===== src/rtl/eval_phase_blend.sv =====
// Phase-tapered blend of per-channel midgame/endgame evaluator scores.
// Collects enabled channel scores, then blends them via a 4-stage fixed-point pipeline.
module eval_phase_blend #(
    parameter int EVAL_WIDTH  = 24,
    parameter int CHANNELS    = 2,
    parameter int PHASE_MAX   = 62,
    parameter int RECIP_SHIFT = 20
) (
    input  logic                             clk,
    input  logic                             reset,
    input  logic                             start,
    input  logic [63:0]                      occupied,
    input  logic                             taper_enable,
    input  logic [CHANNELS-1:0]              chan_enable,
    input  logic [CHANNELS-1:0]              chan_valid,
    input  logic [CHANNELS*EVAL_WIDTH-1:0]   eval_mg_in,
    input  logic [CHANNELS*EVAL_WIDTH-1:0]   eval_eg_in,
    input  logic                             clear_eval,
    output logic signed [EVAL_WIDTH-1:0]     eval,
    output logic                             eval_valid,
    output logic [6:0]                       phase,
    output logic                             saturated,
    output logic                             busy
);

    localparam int SUMW = EVAL_WIDTH + $clog2(CHANNELS) + 1;
    localparam int TW   = SUMW + 8;
    localparam int RW   = RECIP_SHIFT + 2;
    localparam int PW   = TW + RW;

    localparam logic signed [RW-1:0] RECIP = RW'((64'd1 << RECIP_SHIFT) / 64'(PHASE_MAX));
    localparam logic signed [PW-1:0] BIAS  = {{(PW-RECIP_SHIFT){1'b0}}, {RECIP_SHIFT{1'b1}}};
    localparam logic signed [PW-1:0] EMAX  = {{(PW-EVAL_WIDTH+1){1'b0}}, {(EVAL_WIDTH-1){1'b1}}};
    localparam logic signed [PW-1:0] EMIN  = {{(PW-EVAL_WIDTH+1){1'b1}}, {(EVAL_WIDTH-1){1'b0}}};

    localparam logic [1:0] S_IDLE    = 2'd0;
    localparam logic [1:0] S_COLLECT = 2'd1;
    localparam logic [1:0] S_BLEND   = 2'd2;
    localparam logic [1:0] S_HOLD    = 2'd3;

    logic [1:0]                   r_state;
    logic                         r_start_q;
    logic                         r_armed;
    logic [63:0]                  r_occ;
    logic                         r_taper;
    logic [CHANNELS-1:0]          r_en;
    logic [CHANNELS-1:0]          r_done;
    logic signed [EVAL_WIDTH-1:0] r_mg [CHANNELS];
    logic signed [EVAL_WIDTH-1:0] r_eg [CHANNELS];
    logic [6:0]                   r_phase;
    logic [1:0]                   r_cnt;
    logic signed [EVAL_WIDTH-1:0] r_eval;
    logic                         r_eval_valid;
    logic                         r_sat;

    logic signed [SUMW-1:0]       r_mg_sum;
    logic signed [SUMW-1:0]       r_eg_sum;
    logic signed [TW-1:0]         r_t;
    logic signed [PW-1:0]         r_prod;

    logic                         w_start_edge;
    logic [CHANNELS-1:0]          w_take;
    logic [CHANNELS-1:0]          w_done_nx;
    logic                         w_all;
    logic [6:0]                   w_pop;
    logic [6:0]                   w_phase;
    logic signed [SUMW-1:0]       w_mg_sum;
    logic signed [SUMW-1:0]       w_eg_sum;
    logic signed [7:0]            w_ph;
    logic signed [7:0]            w_pinv;
    logic signed [TW-1:0]         w_t;
    logic signed [PW-1:0]         w_adj;
    logic signed [PW-1:0]         w_div;
    logic signed [EVAL_WIDTH-1:0] w_res;
    logic                         w_sat;

    // r_armed stays low until start is seen low, so a start held through reset is not an edge.
    assign w_start_edge = start & ~r_start_q & r_armed;
    assign w_take       = chan_valid & r_en & ~r_done;
    assign w_done_nx    = r_done | w_take;
    assign w_all        = ((w_done_nx & r_en) == r_en);

    always_comb begin
        w_pop = '0;
        for (int unsigned i = 0; i < 64; i++) begin
            w_pop = w_pop + 7'(r_occ[i]);
        end
        w_phase = (w_pop > 7'(PHASE_MAX)) ? 7'(PHASE_MAX) : w_pop;
    end

    always_comb begin
        w_mg_sum = '0;
        w_eg_sum = '0;
        for (int unsigned k = 0; k < CHANNELS; k++) begin
            w_mg_sum = w_mg_sum + SUMW'(r_mg[k]);
            w_eg_sum = w_eg_sum + SUMW'(r_eg[k]);
        end
    end

    always_comb begin
        w_ph   = $signed({1'b0, r_phase});
        w_pinv = $signed(8'(PHASE_MAX)) - w_ph;
        w_t    = TW'(r_mg_sum) * TW'(w_ph) + TW'(r_eg_sum) * TW'(w_pinv);
    end

    // Bias negatives before the arithmetic shift so the quotient truncates toward zero.
    always_comb begin
        w_adj = r_prod[PW-1] ? (r_prod + BIAS) : r_prod;
        w_div = w_adj >>> RECIP_SHIFT;
        w_sat = 1'b0;
        w_res = w_div[EVAL_WIDTH-1:0];
        if (w_div > EMAX) begin
            w_sat = 1'b1;
            w_res = EMAX[EVAL_WIDTH-1:0];
        end else if (w_div < EMIN) begin
            w_sat = 1'b1;
            w_res = EMIN[EVAL_WIDTH-1:0];
        end
    end

    // Free-running datapath; the FSM only decides when its final stage is captured.
    always_ff @(posedge clk) begin
        r_mg_sum <= w_mg_sum;
        r_eg_sum <= w_eg_sum;
        r_t      <= r_taper ? w_t : TW'(r_mg_sum);
        r_prod   <= r_taper ? (PW'(r_t) * PW'(RECIP)) : (PW'(r_t) <<< RECIP_SHIFT);
    end

    always_ff @(posedge clk or posedge reset) begin
        if (reset) begin
            r_state      <= S_IDLE;
            r_start_q    <= 1'b0;
            r_armed      <= 1'b0;
            r_occ        <= '0;
            r_taper      <= 1'b0;
            r_en         <= '0;
            r_done       <= '0;
            r_phase      <= '0;
            r_cnt        <= '0;
            r_eval       <= '0;
            r_eval_valid <= 1'b0;
            r_sat        <= 1'b0;
            for (int unsigned k = 0; k < CHANNELS; k++) begin
                r_mg[k] <= '0;
                r_eg[k] <= '0;
            end
        end else begin
            r_start_q <= start;
            r_armed   <= r_armed | ~start;
            case (r_state)
                S_IDLE: begin
                    if (w_start_edge) begin
                        r_occ   <= occupied;
                        r_taper <= taper_enable;
                        r_en    <= chan_enable;
                        r_done  <= '0;
                        for (int unsigned k = 0; k < CHANNELS; k++) begin
                            r_mg[k] <= '0;
                            r_eg[k] <= '0;
                        end
                        r_state <= S_COLLECT;
                    end
                end
                S_COLLECT: begin
                    if (clear_eval) begin
                        r_state <= S_IDLE;
                    end else begin
                        r_phase <= w_phase;
                        r_done  <= w_done_nx;
                        for (int unsigned k = 0; k < CHANNELS; k++) begin
                            if (w_take[k]) begin
                                r_mg[k] <= eval_mg_in[k*EVAL_WIDTH +: EVAL_WIDTH];
                                r_eg[k] <= eval_eg_in[k*EVAL_WIDTH +: EVAL_WIDTH];
                            end
                        end
                        if (w_all) begin
                            r_cnt   <= '0;
                            r_state <= S_BLEND;
                        end
                    end
                end
                S_BLEND: begin
                    if (clear_eval) begin
                        r_state <= S_IDLE;
                    end else if (r_cnt == 2'd3) begin
                        r_eval       <= w_res;
                        r_sat        <= w_sat;
                        r_eval_valid <= 1'b1;
                        r_state      <= S_HOLD;
                    end else begin
                        r_cnt <= r_cnt + 2'd1;
                    end
                end
                S_HOLD: begin
                    if (clear_eval) begin
                        r_eval_valid <= 1'b0;
                        r_state      <= S_IDLE;
                    end
                end
                default: begin
                    r_eval_valid <= 1'b0;
                    r_state      <= S_IDLE;
                end
            endcase
        end
    end

    assign eval       = r_eval;
    assign eval_valid = r_eval_valid;
    assign phase      = r_phase;
    assign saturated  = r_sat;
    assign busy       = (r_state != S_IDLE);

endmodule


===== config.mk =====
export PLATFORM = sky130hd
export DESIGN_NAME = eval_phase_blend
export DESIGN_NICKNAME = d
export VERILOG_FILES = /design/src/rtl/eval_phase_blend.sv
export SDC_FILE = /design/constraint.sdc
export NUM_CORES = 2
export LEC_CHECK = 0
export ABC_AREA = 1
export CAP_MARGIN = 5
export CORE_MARGIN = 2
export CORE_UTILIZATION = 25
export CTS_BUF_LIST = sky130_fd_sc_hd__clkbuf_2
export CTS_CLUSTER_DIAMETER = 40
export DETAILED_ROUTE_END_ITERATION = 8
export GPL_ROUTABILITY_DRIVEN = 0
export MAX_ROUTING_LAYER = met4
export PLACE_DENSITY_LB_ADDON = 0.2
export SYNTH_ARGS = -nofsm -noshare
export SYNTH_HDL_FRONTEND = slang
export SYNTH_SLANG_ARGS = --single-unit

===== constraint.sdc =====
create_clock -name clk -period 9.1 [get_ports clk]
set_clock_uncertainty 0.2 [all_clocks]
set_input_delay 1.365 -clock clk [delete_from_list [all_inputs] [get_ports clk]]
set_output_delay 1.365 -clock clk [all_outputs]
set_load 0.02 [all_outputs]

; Word level (Yosys, flattened, before mapping)
; Index checks and enable logic that the tools add are counted.
[word_totals]
reg_bits = 344
[classes]
mul = 3
n_reduce_logical = 14
muxes = 36
eq_ne = 16
bitwise_logic = 11
add_sub_neg = 69
n_lt_le_gt_ge = 3
[op_table]
columns = cell, count
row1 = 7-bit by 1-bit adder with 7-bit output, 57
row2 = 48-bit case mux with 2 select lines, 2
row3 = 24-bit two-way mux, 6
row4 = 48-bit two-way mux, 3
row5 = 56-bit two-way mux, 2
row6 = 25-bit by 8-bit multiplier with 33-bit output, 2
row7 = "56-bit by 21-bit adder with 56-bit output, second input constant", 1
row8 = 24-bit by 24-bit adder with 25-bit output, 2
row9 = "34-bit by 12-bit multiplier with 46-bit output, second input constant", 1
row10 = "36-bit by 24-bit greater-than comparator with 1-bit output, second input constant", 1
row11 = "36-bit by 24-bit < comparator with 1-bit output, second input constant", 1
row12 = 34-bit adder, 1
row13 = 34-bit two-way mux, 1
row14 = 2-bit two-way mux, 12
row15 = "2-bit inequality test, second input constant", 9
row16 = 4-bit AND reduction, 4
row17 = 2-bit case mux with 2 select lines, 2
row18 = 2-bit case mux with 4 select lines, 1
row19 = 2-bit nonzero test, 4
row20 = "6-bit by 7-bit subtractor with 8-bit output, first input constant", 1
row21 = 6-bit by 1-bit adder with 7-bit output, 1
row22 = "7-bit by 6-bit greater-than comparator with 1-bit output, second input constant", 1
row23 = 7-bit two-way mux, 1
row24 = 5-bit by 1-bit adder with 6-bit output, 1
row25 = other kinds (21), 35

; Depth between registers and ports, before layout
[depth]
ltp_word = 65
ltp_mapped = 39
depth_no_buf = 39

; Worst setup path after synthesis
; OpenSTA, ideal clock, no wires.
[synth_path]
kind = register -> register
from = reg r_phase[3], in the netlist phase[3]
to = reg r_t[31]
setup_time_ps = 122
stages_incl_launch_ff = 36
setup_slack_ps = 1789
arrival_ps = 6989
synth_period_minus_slack_ps = 7311
cell_sequence = dfrtp_1 -> buf_2 -> inv_2 -> nor3_1 -> inv_1 -> nor3_1 -> xor2_1 -> inv_2 -> buf_1 -> nor2_1 -> fa_1 -> fa_1 -> fa_1 -> inv_1 -> fa_1 -> inv_1 -> ha_1 -> a21oi_1 -> a21boi_0 -> a21boi_0 -> o21bai_1 -> nand3_1 -> nand2_1 -> xor2_1 -> ha_1 -> nand2_1 -> nor4_1 -> nand3_1 -> nand3_1 -> nand2_1 -> nand2_1 -> nand3_1 -> nand2_1 -> nand2_1 -> nand3_1 -> nand2_1
[synth_between]
elab_chain_cells = 4
word_cells_on_any_way = 5
cone_classes = add/sub (2) / mul (2) / mux (1)
[synth_lines]
columns = item, line
row1 = "start, declared", 50  ; logic [6:0] r_phase;
row2 = "start signal, assigned", 168  ; r_phase <= w_phase;
row3 = 6-bit by 7-bit subtractor with 8-bit output, 102  ; w_pinv = $signed(8'(PHASE_MAX)) - w_ph;
row4 = 25-bit by 8-bit multiplier with 33-bit output, 103  ; w_t = TW'(r_mg_sum) * TW'(w_ph) + TW'(r_eg_sum) * TW'(w_pinv);
row5 = 34-bit adder (*), 103
row6 = 34-bit two-way mux (*), 125  ; r_t <= r_taper ? w_t : TW'(r_mg_sum);
row7 = "end signal, assigned", 125
row8 = "end, declared", 58  ; logic signed [TW-1:0] r_t;
; Mark *: on every way between the ends. The rest lies on a longest branch, timed or not.
; A chain may end at the register's enable or synchronous reset.

; Worst setup path after layout
[layout_path]
from = reg r_phase[1], in the netlist phase[1]
to = reg r_t[31]
; Same word-level chain as after synthesis.

==> results.md <==
* Status: complete, no violations
* Top delay family on crit path: adder cells
* Compound-Gate Fraction of Synth Area at 0.101
* DRT iter0 DRCs at ~1.6k
* Final Setup Violations at 0
* Fmax at about 130 MHz
* Main synth FF type: dfrtp_1
* Syn nets at 5,724
* Starting Density at 0.252
* CTS H-tree lvls at 3
* Site row count at 140
* Hold Buf Count CTS at 0
* TritonCTS clock tree: yes
* Crit path buffers/inverters at 6
* Post-synth EDFFs at 0
* Detail Placement HPWL at 93,100 um
* Final hold slack at 0.250 ns
* Slew margin rel. at 0.364
* Reg clk slew, reported paths at 0.10 ns
* Mux cell area share after synthesis at 0.0101
* Simple-Gate Fraction of Synth Area at 0.184
* Crit path from: phase[1]
* Multi-input logic area at 0.0240 mm2
* Crit path capture: r_t[31]
* Post-Syn Area at 0.0366 mm2
* Largest family of logic cells by synthesized area: adder cells
* Worst-Margin Slew at between 0.9 and 1 ns
* Post-synthesis sequential area ratio at 0.213
* Post-route clock period utilization at 0.877
* Chip height at 387 um
* Flop-to-flop setup slack at 1.12 ns
* Levels on crit path at 37
* P&R area growth vs syn at 14.3%
* Seq. cell area at 0.00779 mm2
* Drt wl/cell at 16.0 um
* # DRC at 0
* Inserted Clock Buffers at 103
* DRT Wirelength at 113,000 um
* GRT Total Usage at 0.157
* Largest net degree at the start of global routing at between 100 and 150
* Antenna violation net count after detailed routing at 0
* CP endpoint kind: flip-flop
* Num Clock Sinks at 338
* MaxCap Viol Count at 0
* I/O Pins at a little over 200
* Worst Path Required at slightly above 10 ns
* Critical path's slowest cell: fa_1
* Die Wd at between 300 and 400 um
* Core area at 0.146 mm2
* Count of unique library cells instantiated by Yosys at between 50 and 60
* Clock buffer depth at 3
* Mapped Avg Cell Area at roughly 7.6 um2
* Initial antenna violation count at 14
* R2r endpoint: r_t[31]
* Most frequent cells in the layout: inv_1, nand2_1, nor2_1, fa_1, ha_1
* Vias in the first global route at 32.5k
* Post-CTS resize count at 0
* Worst skew pair latency at around 1.3 ns
* Crit path kind: flip-flop to flip-flop
* CTS root buf: clkbuf_2
* Post-Synth Adder-Cell Area at 0.320
* Slew Viols, Final at 0
* Setup TNS Final at 0 ns
* # port buffers at 202
* Filler cell count at 16.1k
* Xor and xnor area share after synthesis at 0.0409
* Grt ovf at 0
* CP Max Fanout at 16
* Flops & latches, synth at 338
* DR vias/cell at 4.36
* Cells on worst reg2reg path at 37
* Hold Violations, Final at 0
* Cell mode on critical path: nand2_1
* Layout cells sized above 1 at 0.0528
* Post-synth ARST share at 0.604
* Area of the die at 0.150 mm2
* Hold WC Path Type: primary input to asynchronous set/reset pin
* Initial DRT Pass Iterations at 5
* Final net count at approximately 5.9k
* Tmin final at 7.98 ns
* Post-CTS Setup Repair Bufs at 0
* Worst endpoint data arrival time at 9.03 ns
* Via count at 30.8k
* Crit-path max cell delay at roughly 0.54 ns
* First-pass GRT wire length at about 180,000 um
* CP startpoint kind: flip-flop
* Synthesized instance count at 4,843
* Synth warnings at 0
* RSZ-0062 raised after global routing: no
* Commonest non-fill, non-tap cell in the layout: inv_1
* Reg2reg start: phase[1]
per-stage QoR:
step | utilization | instances | setup WS [ns] | cell area (um2)
floorplan | - | 4843 | 1.79 | 36600
global placement | 0.280 | 6862 | 1.08 | 40800
detailed placement | 0.280 | 6863 | 1.07 | 40800
CTS | 0.287 | 7051 | 1.11 | 41800
global route | 0.288 | 7064 | 0.288 | 41900
finish | 0.288 | 7066 | 1.12 | 41900
layout make-up:
class,instances,share of cell area
Timing Repair Buffer,229,0.0537
Multi-Input combinational cell,3228,0.574
Inverter,1151,0.103
Clock inverter,40,0.00679
Tap cell,1917,0.0573
Sequential cell,338,0.186
Antenna cell,15,0.000897
Clock buffer,148,0.0177
flip-flops by register name, indices dropped and copies added (netlist names), 7 cells and up:
register,flops
r_mg_sum,25
r_occ,64
r_t,34
eval,24
r_mg,48
r_eg,48
r_eg_sum,25
phase,7
r_prod,50
worst min path at each step:
stage            start       end  cells after the start
2_1_floorplan  r_armed   r_armed                      2
3_3_place_gp   r_armed   r_armed                      2
3_5_place_dp   r_armed   r_armed                      2
4_1_cts          reset  r_eg[15]                      2
5_1_grt          reset  r_eg[15]                      2
6_report         reset  r_eg[15]                      2
metal layers:
layer | share of wire | GRT usage | routed length, um
met5 | 0 | - | 0
met4 | 0.025 | 0.0452 | 2810
met3 | 0.050 | 0.0284 | 5610
met2 | 0.45 | 0.251 | 51300
met1 | 0.47 | 0.202 | 53200
cells in the mapped netlist, drive strengths merged, types with 12 or more instances:
| cell type | n | area, um2 |
|---|---|---|
| o21bai | 31 | 233 |
| dfxtp | 134 | 2680 |
| o21ai | 278 | 1400 |
| nand3 | 230 | 1160 |
| nor4 | 12 | 75.1 |
| nor3 | 33 | 165 |
| xnor2 | 71 | 622 |
| ha | 339 | 4240 |
| a21o | 17 | 128 |
| mux2 | 33 | 372 |
| inv | 1146 | 4300 |
| nand4 | 37 | 231 |
| nand2 | 889 | 3340 |
| nor2 | 417 | 1600 |
| a21boi | 12 | 90.1 |
| xor2 | 100 | 876 |
| a21oi | 257 | 1290 |
| or2 | 14 | 87.6 |
| a31oi | 26 | 163 |
| clkbuf | 102 | 405 |
| o21a | 12 | 90.1 |
| fa | 373 | 7470 |
| buf | 24 | 131 |
| dfrtp | 204 | 5100 |
kinds of logic (layout without fill, tap and decap cells):
logic type               count (synthesis)  in the layout
adder cells (fa/ha/maj)                712            712
AND/OR/NAND/NOR                       1642           1642
flip-flops                             338            338
buffers and inverters                 1277           1568
AO/OA/AOI/OAI                          670            670
XOR/XNOR                               171            171
multiplexers                            33             33
other                                    0             15
Power is not shown: default switching activity piles up to over one toggle a cycle in this logic, so the estimate is an artifact.
